===== src/rtl/rgb565_gray_sequencer_pkg.sv =====
// Shared types and constants for the RGB565 grayscale custom instruction.
package rgb565_gray_sequencer_pkg;

    typedef enum logic [1:0] {
        StIdle = 2'd0,
        StConv = 2'd1,
        StDone = 2'd2
    } state_e;

    // Default channel weights (sum to 256, so white maps to just under 8'hFF).
    localparam logic [7:0] DefWr = 8'd54;
    localparam logic [7:0] DefWg = 8'd183;
    localparam logic [7:0] DefWb = 8'd19;

    // The config instruction lives at the convert ID plus this offset.
    localparam logic [7:0] CfgIdOffset = 8'd1;

    localparam logic [7:0] GraySat = 8'hFF;

endpackage


===== src/rtl/rgb565_gray_sequencer_pixel.sv =====
// Combinational weighted-sum grayscale for one RGB565 pixel, saturated to 8 bits.
module rgb565_gray_sequencer_pixel
    import rgb565_gray_sequencer_pkg::*;
(
    input  logic [15:0] pixel_i,
    input  logic [7:0]  wr_i,
    input  logic [7:0]  wg_i,
    input  logic [7:0]  wb_i,
    output logic [7:0]  gray_o
);

    logic [7:0]  r8;
    logic [7:0]  g8;
    logic [7:0]  b8;
    logic [17:0] sum;

    // Expand channels to 8 bits, weight them and saturate the scaled sum.
    always_comb begin
        r8     = {pixel_i[15:11], 3'b000};
        g8     = {pixel_i[10:5], 2'b00};
        b8     = {pixel_i[4:0], 3'b000};
        sum    = 18'(r8) * 18'(wr_i) + 18'(g8) * 18'(wg_i) + 18'(b8) * 18'(wb_i);
        gray_o = (sum[17:16] != 2'b00) ? GraySat : sum[15:8];
    end

endmodule


===== src/rtl/rgb565_gray_sequencer.sv =====
// Custom-instruction sequencer: converts four RGB565 pixels to gray, one per cycle,
// and holds programmable channel weights loaded by a second instruction ID.
module rgb565_gray_sequencer
    import rgb565_gray_sequencer_pkg::*;
#(
    parameter logic [7:0] customInstructionID = 8'd0
) (
    input  logic        clock,
    input  logic        reset,
    input  logic        start,
    input  logic [7:0]  isId,
    input  logic [31:0] valueA,
    input  logic [31:0] valueB,
    output logic        done,
    output logic [31:0] result
);

    localparam logic [7:0] CfgId = customInstructionID + CfgIdOffset;

    state_e      state_q, state_d;
    logic [1:0]  idx_q, idx_d;
    logic [63:0] operand_q, operand_d;
    logic [31:0] result_q, result_d;
    logic [7:0]  wr_q, wr_d;
    logic [7:0]  wg_q, wg_d;
    logic [7:0]  wb_q, wb_d;

    logic        conv_hit;
    logic        cfg_hit;
    logic [15:0] cur_pixel;
    logic [7:0]  cur_gray;

    // Instructions are only honoured in IDLE; anything else is a protocol error.
    assign conv_hit  = start && (isId == customInstructionID) && (state_q == StIdle);
    assign cfg_hit   = start && (isId == CfgId) && (state_q == StIdle);
    assign cur_pixel = operand_q[{idx_q, 4'b0000} +: 16];

    rgb565_gray_sequencer_pixel u_pixel (
        .pixel_i (cur_pixel),
        .wr_i    (wr_q),
        .wg_i    (wg_q),
        .wb_i    (wb_q),
        .gray_o  (cur_gray)
    );

    // Next-state logic for the FSM, operand/result registers and weights.
    always_comb begin
        state_d   = state_q;
        idx_d     = idx_q;
        operand_d = operand_q;
        result_d  = result_q;
        wr_d      = wr_q;
        wg_d      = wg_q;
        wb_d      = wb_q;
        unique case (state_q)
            StIdle: begin
                if (conv_hit) begin
                    operand_d = {valueB, valueA};
                    idx_d     = 2'd0;
                    state_d   = StConv;
                end else if (cfg_hit) begin
                    wr_d = valueA[7:0];
                    wg_d = valueA[15:8];
                    wb_d = valueA[23:16];
                end
            end
            StConv: begin
                result_d[{idx_q, 3'b000} +: 8] = cur_gray;
                idx_d = idx_q + 2'd1;
                if (idx_q == 2'd3) begin
                    state_d = StDone;
                end
            end
            StDone: begin
                state_d = StIdle;
            end
            default: begin
                state_d = StIdle;
            end
        endcase
    end

    // State registers; reset aborts any operation and restores default weights.
    always_ff @(posedge clock or posedge reset) begin
        if (reset) begin
            state_q   <= StIdle;
            idx_q     <= 2'd0;
            operand_q <= 64'd0;
            result_q  <= 32'd0;
            wr_q      <= DefWr;
            wg_q      <= DefWg;
            wb_q      <= DefWb;
        end else begin
            state_q   <= state_d;
            idx_q     <= idx_d;
            operand_q <= operand_d;
            result_q  <= result_d;
            wr_q      <= wr_d;
            wg_q      <= wg_d;
            wb_q      <= wb_d;
        end
    end

    // Convert completion is decoded from DONE; config completes combinationally.
    always_comb begin
        done   = 1'b0;
        result = 32'd0;
        if (state_q == StDone) begin
            done   = 1'b1;
            result = result_q;
        end else if (cfg_hit) begin
            done   = 1'b1;
            result = {8'd0, wb_q, wg_q, wr_q};
        end
    end

endmodule


===== config.mk =====
export PLATFORM = sky130hd
export DESIGN_NAME = rgb565_gray_sequencer
export DESIGN_NICKNAME = d
export VERILOG_FILES = /design/src/rtl/rgb565_gray_sequencer_pkg.sv /design/src/rtl/rgb565_gray_sequencer_pixel.sv /design/src/rtl/rgb565_gray_sequencer.sv
export SDC_FILE = /design/constraint.sdc
export NUM_CORES = 1
export LEC_CHECK = 0
export CORE_MARGIN = 4
export CORE_UTILIZATION = 58
export DETAILED_ROUTE_END_ITERATION = 10
export PLACE_DENSITY = 0.91
export SLEW_MARGIN = 40
export SYNTH_ARGS = -nofsm -noshare
export SYNTH_HDL_FRONTEND = slang
export SYNTH_HIERARCHICAL = 1
export SYNTH_SLANG_ARGS = --single-unit

===== constraint.sdc =====
create_clock -name clock -period 7.7 [get_ports clock]
set_input_delay 1.54 -clock clock [delete_from_list [all_inputs] [get_ports clock]]
set_output_delay 1.54 -clock clock [all_outputs]
set_load 0.01 [all_outputs]

# Word-level counts from Yosys, hierarchy flattened
# Index checks and enable logic that the tools add are counted.
# totals
wordCells	47
ff_bits	124
ram_bits	0
memories	0
out_inout_bits	33
latch_bits	0
rom_bits	0
# op_classes
add_sub_neg	4
reduce_logical	12
muxes	11
shift	3
bitwise	1
mul	3
div	0
eq_ne	6
n_lt_le_gt_ge	0
# ops
operator	n
$shiftx 64x7->16	1
$bwmux 32	1
$mux 32	1
$shift 8x7->32 const A	1
$shiftx 8x7->32	1
$mul 5x8->13	2
$mux 24	1
$add 18x16->18	1
$add 16x16->17	1
$mul 6x8->14	1
$eq 8x1->1 const B	1
$logic_not 8->1	1
$mux 8	1
$pmux 2 s2	2
$neg 5->7	1
$mux 2	3
$reduce_and 2->1	3
$eq 2x2->1 const B	2
$logic_and 1x1->1	4
$ne 2x2->1 const B	2
$reduce_bool 2->1	2
$reduce_and 3->1	1
$add 2x1->2 const B	1
$eq 2x1->1 const B	1
other kinds (3)	4

# Longest topological paths before layout
# depth
word_depth	8
depth_mapped	25

# By module
# The synthesis kept the hierarchy.
# modules_own_cells
mod	area_per_inst_um2	n_inst	cells_each
rgb565_gray_sequencer	5624.1	1	364
rgb565_gray_sequencer_pixel	4411.7	1	502

# Worst setup path before layout
# OpenSTA, ideal clock, no wires.
# synth_path
path_type	flip-flop to flip-flop
start	register idx_q[0]
end	register result_q[10]
arrival_ns	6.007
required_time_ns	7.579
stages_incl_launch_ff	22
setup_ns	0.121
synth_period_minus_slack_ns	6.128
path_slack_ns	1.572
path_cell_list	dfrtp_1 -> buf_2 -> mux4_2 -> and2_1 -> fa_1 -> fa_1 -> inv_1 -> fa_1 -> inv_1 -> ha_1 -> a21o_1 -> a31oi_4 -> a21oi_2 -> or4_1 -> nand4_1 -> fa_1 -> ha_1 -> a21o_1 -> a211oi_1 -> a21boi_2 -> nand2_1 -> a22o_1
# synth_via
elab_chain_cells	8
word_cells_on_any_way	12
cone_classes	add/sub (3); mul (3); shift (3); mux (2); reduce/logical (1)
# synth_lines
element	line_no	rtl
start, declared	rgb565_gray_sequencer.sv:21	logic [1:0] idx_q, idx_d;
start signal, assigned	rgb565_gray_sequencer.sv:95	idx_q <= idx_d;
$shiftx 64x7->16 *	rgb565_gray_sequencer.sv:36	assign cur_pixel = operand_q[{idx_q, 4'b0000} +: 16];
named net cur_pixel[13]	rgb565_gray_sequencer.sv:30	logic [15:0] cur_pixel;
$mul 5x8->13 *	rgb565_gray_sequencer_pixel.sv:22	sum = 18'(r8) * 18'(wr_i) + 18'(g8) * 18'(wg_i) + 18'(b8) * 18'(wb_i);
$add 16x16->17 *	rgb565_gray_sequencer_pixel.sv:22	
$add 18x16->18 *	rgb565_gray_sequencer_pixel.sv:22	
$reduce_bool 2->1	rgb565_gray_sequencer_pixel.sv:23	gray_o = (sum[17:16] != 2'b00) ? GraySat : sum[15:8];
$mux 8 *	rgb565_gray_sequencer_pixel.sv:23	
named net cur_gray[2]	rgb565_gray_sequencer.sv:31	logic [7:0] cur_gray;
$shiftx 8x7->32 *	rgb565_gray_sequencer.sv:68	result_d[{idx_q, 3'b000} +: 8] = cur_gray;
$bwmux 32 *	rgb565_gray_sequencer.sv:68	
end signal, assigned	rgb565_gray_sequencer.sv:97	result_q <= result_d;
end, declared	rgb565_gray_sequencer.sv:23	logic [31:0] result_q, result_d;
# The timed path passes the listed nets; every way through them passes the cells marked *.
# A chain may end at the register's enable or synchronous reset.

# Worst setup path after layout
# layout_path
start	register idx_q[0]
end	register result_q[11]
# The elaborated chain is that of the path after synthesis.

==> impl_summary.txt <==
----------------------------------------------------
[Final layout]
  Diode insertion count for antenna repair ... 0
  Growth of design area from synthesis to finish ... 18.29%
  End-of-flow core utilization ... 70.83%
  Filler cell count ... 1086
  Share of cells above drive strength 1 ... between 10% and 20%
  Summed area of non-filler cells in the final layout ... between 10000 and 15000 um^2
  Final #Nets ... between 1000 and 1500
  Non-filler instance count after layout ... 1211

[Synthesis]
  Synthesis-stage register bit count ... around 120
  Number of synthesized flops with an enable pin ... 0
  Average cell area after synthesis ... 11.59 um^2
  Yosys warning total ... 6
  Flip-flop cell with the highest count after synthesis ... sky130_fd_sc_hd__dfrtp_1
  Share of flip-flops with an asynchronous set or reset ... between 90% and 100%
  Commonest cells post-synth ... sky130_fd_sc_hd__dfrtp_1, sky130_fd_sc_hd__and2_1, sky130_fd_sc_hd__nand2_1, sky130_fd_sc_hd__inv_1, sky130_fd_sc_hd__ha_1
  Syn Nets ... 1094
  Sequential element share of the synthesized area ... 31.08%
  Post-synth top area share ... between 20% and 30%
  Post-synthesis cell count ... 866
  Cell types occupying the most area after synthesis ... sky130_fd_sc_hd__dfrtp_1, sky130_fd_sc_hd__fa_1, sky130_fd_sc_hd__ha_1
  Number of distinct library cells after synthesis ... 60
  Area of the mapped netlist ... 10040 um^2
  Post-synthesis cell type with the largest combined area ... sky130_fd_sc_hd__dfrtp_1
  Most frequent cell after synthesis ... sky130_fd_sc_hd__dfrtp_1

[Detailed routing]
  Number of antenna-violating nets in the routed design ... 0
  Total routed wirelength ... 27600 um
  Final routed wire length divided by cell count ... around 23 um
  Number of optimization iterations in the first detailed-route pass ... 5
  Post-route DRC ... 0
  Overall via count from detail_route ... around 7500
  Drt first-iter violations ... 691
  Vias per Instance ... 6.211

[Hold path]
  Number of cells on the worst hold path ... 1
  Min-delay worst type ... flip-flop to flip-flop

[Critical path]
  Worst path slowest cell ... sky130_fd_sc_hd__dfrtp_1
  Critical path startpoint ... idx_q[0]$_DFFE_PP0P_
  CP startpoint kind ... flip-flop
  Depth of the critical timing path with buffers and inverters included ... 21
  Cell count of the worst reg-to-reg path ... 21
  Highest cell delay on the worst timing path ... 0.69 ns
  Cell breakdown of the critical path ... buf_12 > mux4_2 > and2_1 > fa_1 > fa_1 > inv_1 > fa_1 > inv_1 > ha_1 > a21o_1 > a31oi_4 > a21oi_2 > or4_1 > nand4_1 > fa_1 > ha_1 > a21o_1 > a211oi_1 > a21boi_2 > nand2_1 > a22o_1
  Worst R2R Setup Slack ... about 0.7 ns
  Most frequent CP cell ... sky130_fd_sc_hd__fa_1
  Reg2Reg Capture Point ... result_q[11]$_DFFE_PP0P_
  Arrival time worst endpoint ... 7.33 ns
  Crit path max-delay family ... adder cells
  Kind of critical path ... flip-flop to flip-flop
  Startpoint of the most critical register-to-register path ... idx_q[0]$_DFFE_PP0P_
  Critical Path End Type ... flip-flop
  Critical path required time ... around 8 ns
  Buf/Inv on CP ... 3
  Largest fanout on the critical path ... 15
  Capture point of the critical path ... result_q[11]$_DFFE_PP0P_

[Floorplan]
  Chip width ... 139.5 um
  I/O pins ... between 100 and 150
  Core Box Area ... 16760 um^2
  Die span in y ... between 100 and 150 um
  Initial standard-cell utilization of the core ... 59.88%
  Number of rows in the core area ... 47
  Die area ... 19470 um^2

[CTS]
  CTS Sinks ... 124
  H-tree levels ... 4
  Post-cts sizing count ... 0
  Number of buffers added by the clock tree synthesis step ... 17
  Register clock-pin slew on the reported worst setup and hold paths ... 0.06 ns
  TritonCTS clock tree ... built
  Worst-Skew Late Latency ... 0.44 ns
  Setup Buffers After CTS ... 0
  Clock tree buffer depth ... 2
  Root cell of the clock tree ... sky130_fd_sc_hd__clkbuf_16
  Hold buffer count at cts ... 0

[Pwr]
  Largest vdd supply drop ... 0.0001848 V
  P per Cell Area ... 157.2 nW/um^2
  Leakage ... 5.997 nW
  Total power draw ... 1.867 mW

[Global route]
  Initial antenna violation count ... 0
  Met2 routing resource usage after global routing ... 48.27%
  Most congested layer reported by global routing ... met2
  Vias in the first global route ... roughly 8300
  Overall global routing resource usage ... 29.22%
  Wire length of the first global-routing pass ... 44360 um
  Largest net degree at the start of global routing ... 74
  Met1 Track Usage GR ... 35.89%
  Grt met3 use ... 7.238%
  Global route overflow ... 0

[Placed design]
  Final weighted congestion in routability-driven placement ... 0.9522
  Count of placed standard cells including taps ... 1179
  Worst slack, placed ... 0.7926 ns
  Placement Cell Area ... 11270 um^2
  Port Buf Inserts ... 107
  Post-DP HPWL ... 20130 um

[Timing]
  Final hold viol count ... 0
  Total of endpoints with negative setup slack in the final report ... 0
  Upper clock frequency limit ... roughly 140 MHz
  Worst slew margin ... 43.59%
  Final period demand of the worst path ... 7.003 ns
  Max-slew violations ... 0
  Sum Neg Setup Slack ... 0 ns
  Min setup slack post-route ... 0.6971 ns
  Largest clock skew in the final design ... 0.01116 ns
  RSZ-0062 raised after global routing ... false
  Post-Route Hold Slack ... just under 0.5 ns
  Final cycle utilization of the critical path ... 90.95%
  Worst Max-Slew Pin Slew ... 0.8440 ns

[Run]
  Count of max-cap constraint violations ... 0

[Run status]
  Run status ... finished clean

----------------------------------------------------
[worst register-to-register path, delay by kind of cell, from the launching register on]
family / cells / cell delay, ns
and+or+nand+nor: 4 / 0.98
DFF: 1 / 0.69
muxes: 1 / 0.65
AOI/OAI and AO/OA: 7 / 1.56
buffers and inverters: 3 / 0.36
adders and majority gates: 6 / 2.64
[worst min path at each step]
stage                                  start                  endpoint
floorplan            result_q[0]$_DFFE_PP0P_   result_q[0]$_DFFE_PP0P_
global placement    operand_q[0]$_DFFE_PP0P_  operand_q[0]$_DFFE_PP0P_
detailed placement  operand_q[7]$_DFFE_PP0P_  operand_q[7]$_DFFE_PP0P_
CTS                 operand_q[7]$_DFFE_PP0P_  operand_q[7]$_DFFE_PP0P_
global route        operand_q[7]$_DFFE_PP0P_  operand_q[7]$_DFFE_PP0P_
finish              operand_q[7]$_DFFE_PP0P_  operand_q[7]$_DFFE_PP0P_
[flip-flops by register name, indices dropped and copies added (netlist names)]
name,cells
result_q,32
wg_q,8
idx_q,2
wr_q,8
wb_q,8
operand_q,64
state_q,2
[cells by family (layout without fill, tap and decap cells)]
kind of cell | after synthesis | after routing | share of synthesized area [%]
compound gates | 124 | 124 | 9.600
xor+xnor | 29 | 29 | 2.531
fa+ha+maj | 153 | 153 | 24.54
buf+inv | 101 | 226 | 4.787
flops | 124 | 124 | 31.08
mux | 105 | 105 | 14.69
simple gates | 230 | 230 | 12.78
[layout make-up]
class	instances	area [um^2]	area share, %
flip-flops and latches	124	3120	26.29
clock buffers	18	429.2	3.615
well taps	220	275.3	2.319
inverters	81	306.5	2.582
clock inverters	14	160.2	1.349
repair buffers	113	1132	9.538
multi-input cells	641	6447	54.31
[report_power, final]
group	leakage, nW	switching (mW)	internal (mW)
logic	4.05	0.161	0.146
registers	1.67	0.0599	0.682
clock network	0.280	0.335	0.483
total	6.00	0.556	1.31
[cell usage in the layout, fill, tap and decap left out, types with 3 or more instances in the layout]
master	n
sky130_fd_sc_hd__a22o_1	48
sky130_fd_sc_hd__o211ai_1	4
sky130_fd_sc_hd__inv_6	5
sky130_fd_sc_hd__xnor2_1	14
sky130_fd_sc_hd__a21oi_1	18
sky130_fd_sc_hd__nand3b_1	3
sky130_fd_sc_hd__clkinvlp_4	3
sky130_fd_sc_hd__and4_1	3
sky130_fd_sc_hd__ha_1	80
sky130_fd_sc_hd__clkdlybuf4s50_1	107
sky130_fd_sc_hd__buf_4	4
sky130_fd_sc_hd__and2_1	96
sky130_fd_sc_hd__nor3_1	7
sky130_fd_sc_hd__a21o_1	11
sky130_fd_sc_hd__xor2_1	15
sky130_fd_sc_hd__o21ai_0	18
sky130_fd_sc_hd__o31ai_1	3
sky130_fd_sc_hd__dfrtp_1	110
sky130_fd_sc_hd__mux2_1	8
sky130_fd_sc_hd__mux2_2	50
sky130_fd_sc_hd__fa_1	73
sky130_fd_sc_hd__dfstp_2	13
sky130_fd_sc_hd__nand2b_1	8
sky130_fd_sc_hd__a31o_1	4
sky130_fd_sc_hd__nand2_1	86
sky130_fd_sc_hd__clkbuf_16	17
sky130_fd_sc_hd__inv_1	80
sky130_fd_sc_hd__mux2_4	30
sky130_fd_sc_hd__nor2_1	7
sky130_fd_sc_hd__mux4_2	16
[routing by layer]
layer | wire, um | vias up
met2 | 13480 | 411
li1 | - | 3222
met5 | 0 | -
met1 | 10550 | 3773
met3 | 2151 | 115
met4 | 1408 | 0
(Power assumes the default switching activity.)
==> RTL change 1, RTL diff (same flow settings) <==
The 3 states of `state_e` get a one-hot encoding in 3 bits.
--- a/src/rtl/rgb565_gray_sequencer_pkg.sv
+++ b/src/rtl/rgb565_gray_sequencer_pkg.sv
@@ -3,6 +3,6 @@
 
-    typedef enum logic [1:0] {
-        StIdle = 2'd0,
-        StConv = 2'd1,
-        StDone = 2'd2
+    typedef enum logic [2:0] {
+        StIdle = 3'b001,
+        StConv = 3'b010,
+        StDone = 3'b100
     } state_e;
Function: same outputs for any inputs over 4 cycles, from zero or initial values and one cycle with reset high; so few cycles prove little.
==> RTL change 1 against the original RTL <==
Core utilization is 1.1 points lower. Synthesized area is 0.97% higher. Global-route usage is 2.3 points higher. Maximum frequency is 4.9% lower. Total power is 6.6% lower. Sequential power is 3.6% lower. Sequential cell count is 1 higher. First-iteration DRC count is 46% higher. Critical path depth is 1 higher. Via count is 11% higher. Wire length is 9.6% higher. Design area is 1.2% higher. Worst setup slack worse by 360 ps. Largest power group unchanged.
==> RTL change 1: results (changes against the original RTL) <==
Slowest-stage cell, CP dfrtp_2; worst slack, placed 551 ps (-242 ps); reg2reg path depth 22 (+4.8%); wl on met1 11100 um (+5.0%); WL/cell 23.0 um (+1.0%); Max Clock Freq 136 MHz (-4.9%); delay-heaviest family, CP adder cells; post-CTS sizing 0 (unchanged); synthesized netlist net count 1203 (+10%); met3 usage 0.0717 (-0.000687); Clock Latency Late Sink 420 ps (-20 ps); reg-to-reg slack, setup 340 ps (-360 ps); synth unique cells 57 (-5.0%); top post-synthesis cells by area dfrtp_1, fa_1, ha_1; fillcell total 1015 (-6.5%); status finished, final reports clean; routed wl met2 14100 um (+4.7%); GR Util met1 0.392 (+0.0333); CP Max Fanout 14 (-1); Detail Placement HPWL 20800 um (+3.5%); global-route wire length before repair 48500 um (+9.4%); antenna violations before repair 0 (unchanged); fraction of layout cells with a size suffix above 1 0.141 (-0.0271); VDD IR max 148 uV (-20%); Setup Skew 11.5 ps (+0.322 ps); DR top layer met4; placed inst area 11400 um2 (+0.89%); Seq/Total Area, Yosys 0.310 (-0.000400); CTS Buf Count 17 (unchanged); wire length on met3 2870 um (+34%); all-layer global routing usage 0.315 (+0.0232); Critical R2R Capture result_q[27]$_DFFE_PP0P_; Routed WL 30300 um (+9.6%); clock-pin slew on the worst setup and hold paths 60 ps (about the same); Initial DRC Count 1012 (+46%); global placement routability congestion 0.949 (-0.30%); Root Driver clkbuf_16; vias in the first global route 8826 (+6.9%); area delta synth->final 18.6%; Inst Count DP 1281 (+8.7%); commonest cells in the synthesized netlist nand2_1, dfrtp_1, and2_1, ha_1, inv_1; largest net degree at the start of global routing 69 (-6.8%); ys async rst share 1.00 (unchanged); Critical Path Max Stage Delay 640 ps (-50 ps); Avg Cell Area, Syn 10.4 um2 (-10%); worst slew pin tran 746 ps (-98.4 ps); Post-CTS Setup Inserts 0 (unchanged); leakage power 5.98 nW (-0.30%); routed vias 8339 (+11%); type of origin of the critical path flip-flop; drt first pass iters 6 (+1); sw frac 0.242 (-0.0558); ANT cells 0 (unchanged); Worst EP arrival 7600 ps (+270 ps); met2 usage 0.506 (+0.0234); hold path start result_q[6]$_DFFE_PP0P_
==> RTL change 1: cell count changes in the layout (fill, tap and decap cells not counted), sizes merged, moves of 4 or more <==
cell | before | now
a22o | 48 | 0
clkbuf | 18 | 22
inv | 87 | 81
nand2 | 86 | 178
nand4bb | 0 | 4
nor3b | 0 | 7
o21ai | 19 | 67
==> RTL change 1: power by group through the flow <==
stage          sequential [W]  combinational [W]  clock [W]
2_1_floorplan        0.000705          0.0000886          0
3_3_place_gp         0.000719           0.000145          0
3_5_place_dp         0.000722           0.000151          0
4_1_cts              0.000712           0.000158   0.000869
5_1_grt              0.000716           0.000172   0.000898
6_report             0.000715           0.000161   0.000867
==> RTL change 1: how the worst min path moves through the flow <==
stage | endpoint | slack, ps | cells past startpoint
detailed placement | result_q[31]$_DFFE_PP0P_ | 470 | 2
global placement | result_q[5]$_DFFE_PP0P_ | 460 | 2
CTS | result_q[6]$_DFFE_PP0P_ | 490 | 2
finish | result_q[6]$_DFFE_PP0P_ | 490 | 2
global route | result_q[7]$_DFFE_PP0P_ | 520 | 2
floorplan | result_q[24]$_DFFE_PP0P_ | 440 | 2
==> RTL change 1: logic make-up (layout without fill, tap and decap cells) <==
group / Yosys count / in the layout / share of synthesized area
mux: 105 / 105 / 0.134
compound gates: 124 / 124 / 0.0773
buf+inv: 109 / 225 / 0.0459
simple gates: 326 / 326 / 0.162
xor+xnor: 29 / 29 / 0.0251
fa+ha+maj: 155 / 155 / 0.245
flops: 125 / 125 / 0.310
==> RTL change 1: cell type report <==
type,count,share of cell area
Clock inverter,10,0.0135
Tap cell,225,0.0234
Clock buffer,22,0.0386
Multi-Input combinational cell,739,0.544
Timing Repair Buffer,113,0.0932
Sequential cell,125,0.262
Inverter,80,0.0254
==> RTL change 2, RTL diff (same settings) <==
Without the edit above. Take the reset off `operand_q` and `result_q` and load them in a clocked block of their own.
--- a/src/rtl/rgb565_gray_sequencer.sv
+++ b/src/rtl/rgb565_gray_sequencer.sv
@@ -87,4 +87,2 @@
             idx_q     <= 2'd0;
-            operand_q <= 64'd0;
-            result_q  <= 32'd0;
             wr_q      <= DefWr;
@@ -95,4 +93,2 @@
             idx_q     <= idx_d;
-            operand_q <= operand_d;
-            result_q  <= result_d;
             wr_q      <= wr_d;
@@ -101,2 +97,7 @@
         end
+    end
+
+    always_ff @(posedge clock) begin
+        operand_q <= operand_d;
+        result_q  <= result_d;
     end
Function: no difference found for any inputs over 4 cycles, from zero or initial values and one cycle with reset high; that may be too few to reach the edited logic, so the function may still have changed.
==> RTL change 2 against the original RTL <==
Design area fell by 4.7%. Worst setup slack got worse by 54 ps. Sequential cell count stayed put. Sequential share of layout area is 5.5 points higher. Synthesized area fell by 6.1%. Core utilization is 0.37 points higher. Wire length down 10%. Non-clock buffer count stayed put. Global-route usage down 0.79 points. Critical path type unchanged.
Power is not compared: it rests on default switching activity, and its combinational part moved more than twofold at a synthesized area within 25%.
==> RTL change 2: results (changes against the original RTL) <==
status finished, final reports clean; Seq/Total Area, Yosys 0.382 (+0.0712); fraction of layout cells with a size suffix above 1 0.116 (-0.0526); Flop pwr share 0.343; Clock Latency Late Sink 420 ps (-20 ps); multiplexer share of the synthesized area 0.0680 (-0.0789); synth unique cells 57 (-5.0%); Adder-Cell Fraction of Synth Area 0.261 (+0.0159); leakage power 5.11 nW; worst slew pin tran 820 ps (-24.0 ps); global-route wire length before repair 39500 um (-11%); switching power 0.000752 W; fillcell total 1009 (-7.1%); Hold Crit Depth 2 (+1); routed vias 6780 (-9.9%); drt first pass iters 6 (+1); Critical Path Max Stage Delay 760 ps (+70 ps); worst hold endpoint state_q[0]$_DFFE_PP0P_; Setup Skew 13.9 ps (+2.76 ps); Synth Area in Compound Gates 0.0757 (-0.0203); Worst EP arrival 7230 ps (-100 ps); Avg Cell Area, Syn 12.2 um2 (+5.1%); most used flip-flop cell after synthesis edfxtp_1; hold path start state_q[1]$_DFFE_PP0P_; non-filler cells, final 1122 (-7.3%); WL/cell 22.1 um (-2.8%); number of flops mapped to enable cells by yosys 96 (+96); global placement routability congestion 0.898 (-5.7%); Initial DRC Count 604 (-13%); Slowest-stage cell, CP dfrtp_1; commonest cells in the synthesized netlist and2_1, edfxtp_1, ha_1, inv_1, fa_1; Post-CTS Setup Inserts 0 (unchanged); top post-synthesis cells by area edfxtp_1, fa_1, ha_1; largest net degree at the start of global routing 50 (-32%); vias in the first global route 7444 (-9.8%); Synth Area in XOR/XNOR 0.0270 (+0.00164); all-layer global routing usage 0.284 (-0.00789); biggest regs operand_q x64, result_q x32; Critical Path Sink result_q[11]$_DFFE_PP_; ys async rst share 0.226 (-0.774); crit path launch idx_q[1]$_DFFE_PP0P_; worst slack, placed 923 ps (+131 ps); reg-to-reg slack, setup 640 ps (-50 ps); CP Max Fanout 12 (-3); Detail Placement HPWL 17200 um (-14%); Root Driver clkbuf_16; Max Clock Freq 142 MHz (-0.76%); Critical R2R Capture result_q[11]$_DFFE_PP_; synthesized netlist net count 1002 (-8.4%); CTS Buffer Depth 2 (unchanged)
RTL change 2: area by class of cell:
class | instances | area (um2) | share of cell area
Timing Repair Buffer | 113 | 1120 | 0.0987
Inverter | 80 | 300 | 0.0265
Tap cell | 216 | 270 | 0.0239
Multi-Input combinational cell | 557 | 5450 | 0.482
Clock inverter | 8 | 92.6 | 0.00819
Sequential cell | 124 | 3600 | 0.318
Clock buffer | 24 | 482 | 0.0426
RTL change 2: per-stage QoR:
step	instance area [um2]	power (W)	hold WS [ps]
4_1_cts	11300	0.00226	617
6_report	11300	0.00228	623
2_1_floorplan	9420	0.00124	558
3_3_place_gp	10700	0.00144	594
5_1_grt	11300	0.00238	676
3_5_place_dp	10700	0.00147	610
RTL change 2: worst reg2reg max path, cell delays in order, from the launching register on:
cell and delay [ps]:
dfrtp_1 760, buf_4 280, mux4_2 380, and2_1 220, fa_1 540, inv_1 50, fa_1 470, inv_1 50
fa_1 470, ha_1 340, a21oi_1 280, o211ai_1 190, a31o_1 250, a21oi_1 170, xnor2_1 160, fa_1 450
ha_1 380, a21o_1 230, a211oi_1 360, a21boi_2 380, nand2_1 190, and2_1 210
RTL change 2: cells by family after synthesis:
logic type               after synthesis
XOR/XNOR                              29
multiplexers                          41
flip-flops                           124
AND/OR/NAND/NOR                      242
adder cells (fa/ha/maj)              153
buffers and inverters                 93
AO/OA/AOI/OAI                         92
RTL change 2: per-layer routing:
metal	part of all wire	vias to the layer above	wire (um)	GRT usage
li1	-	2925	-	-
met1	0.36	3370	8940	0.350
met2	0.51	386	12600	0.479
met3	0.086	99	2130	0.0598
met4	0.046	0	1130	0.139
met5	0	-	0	0
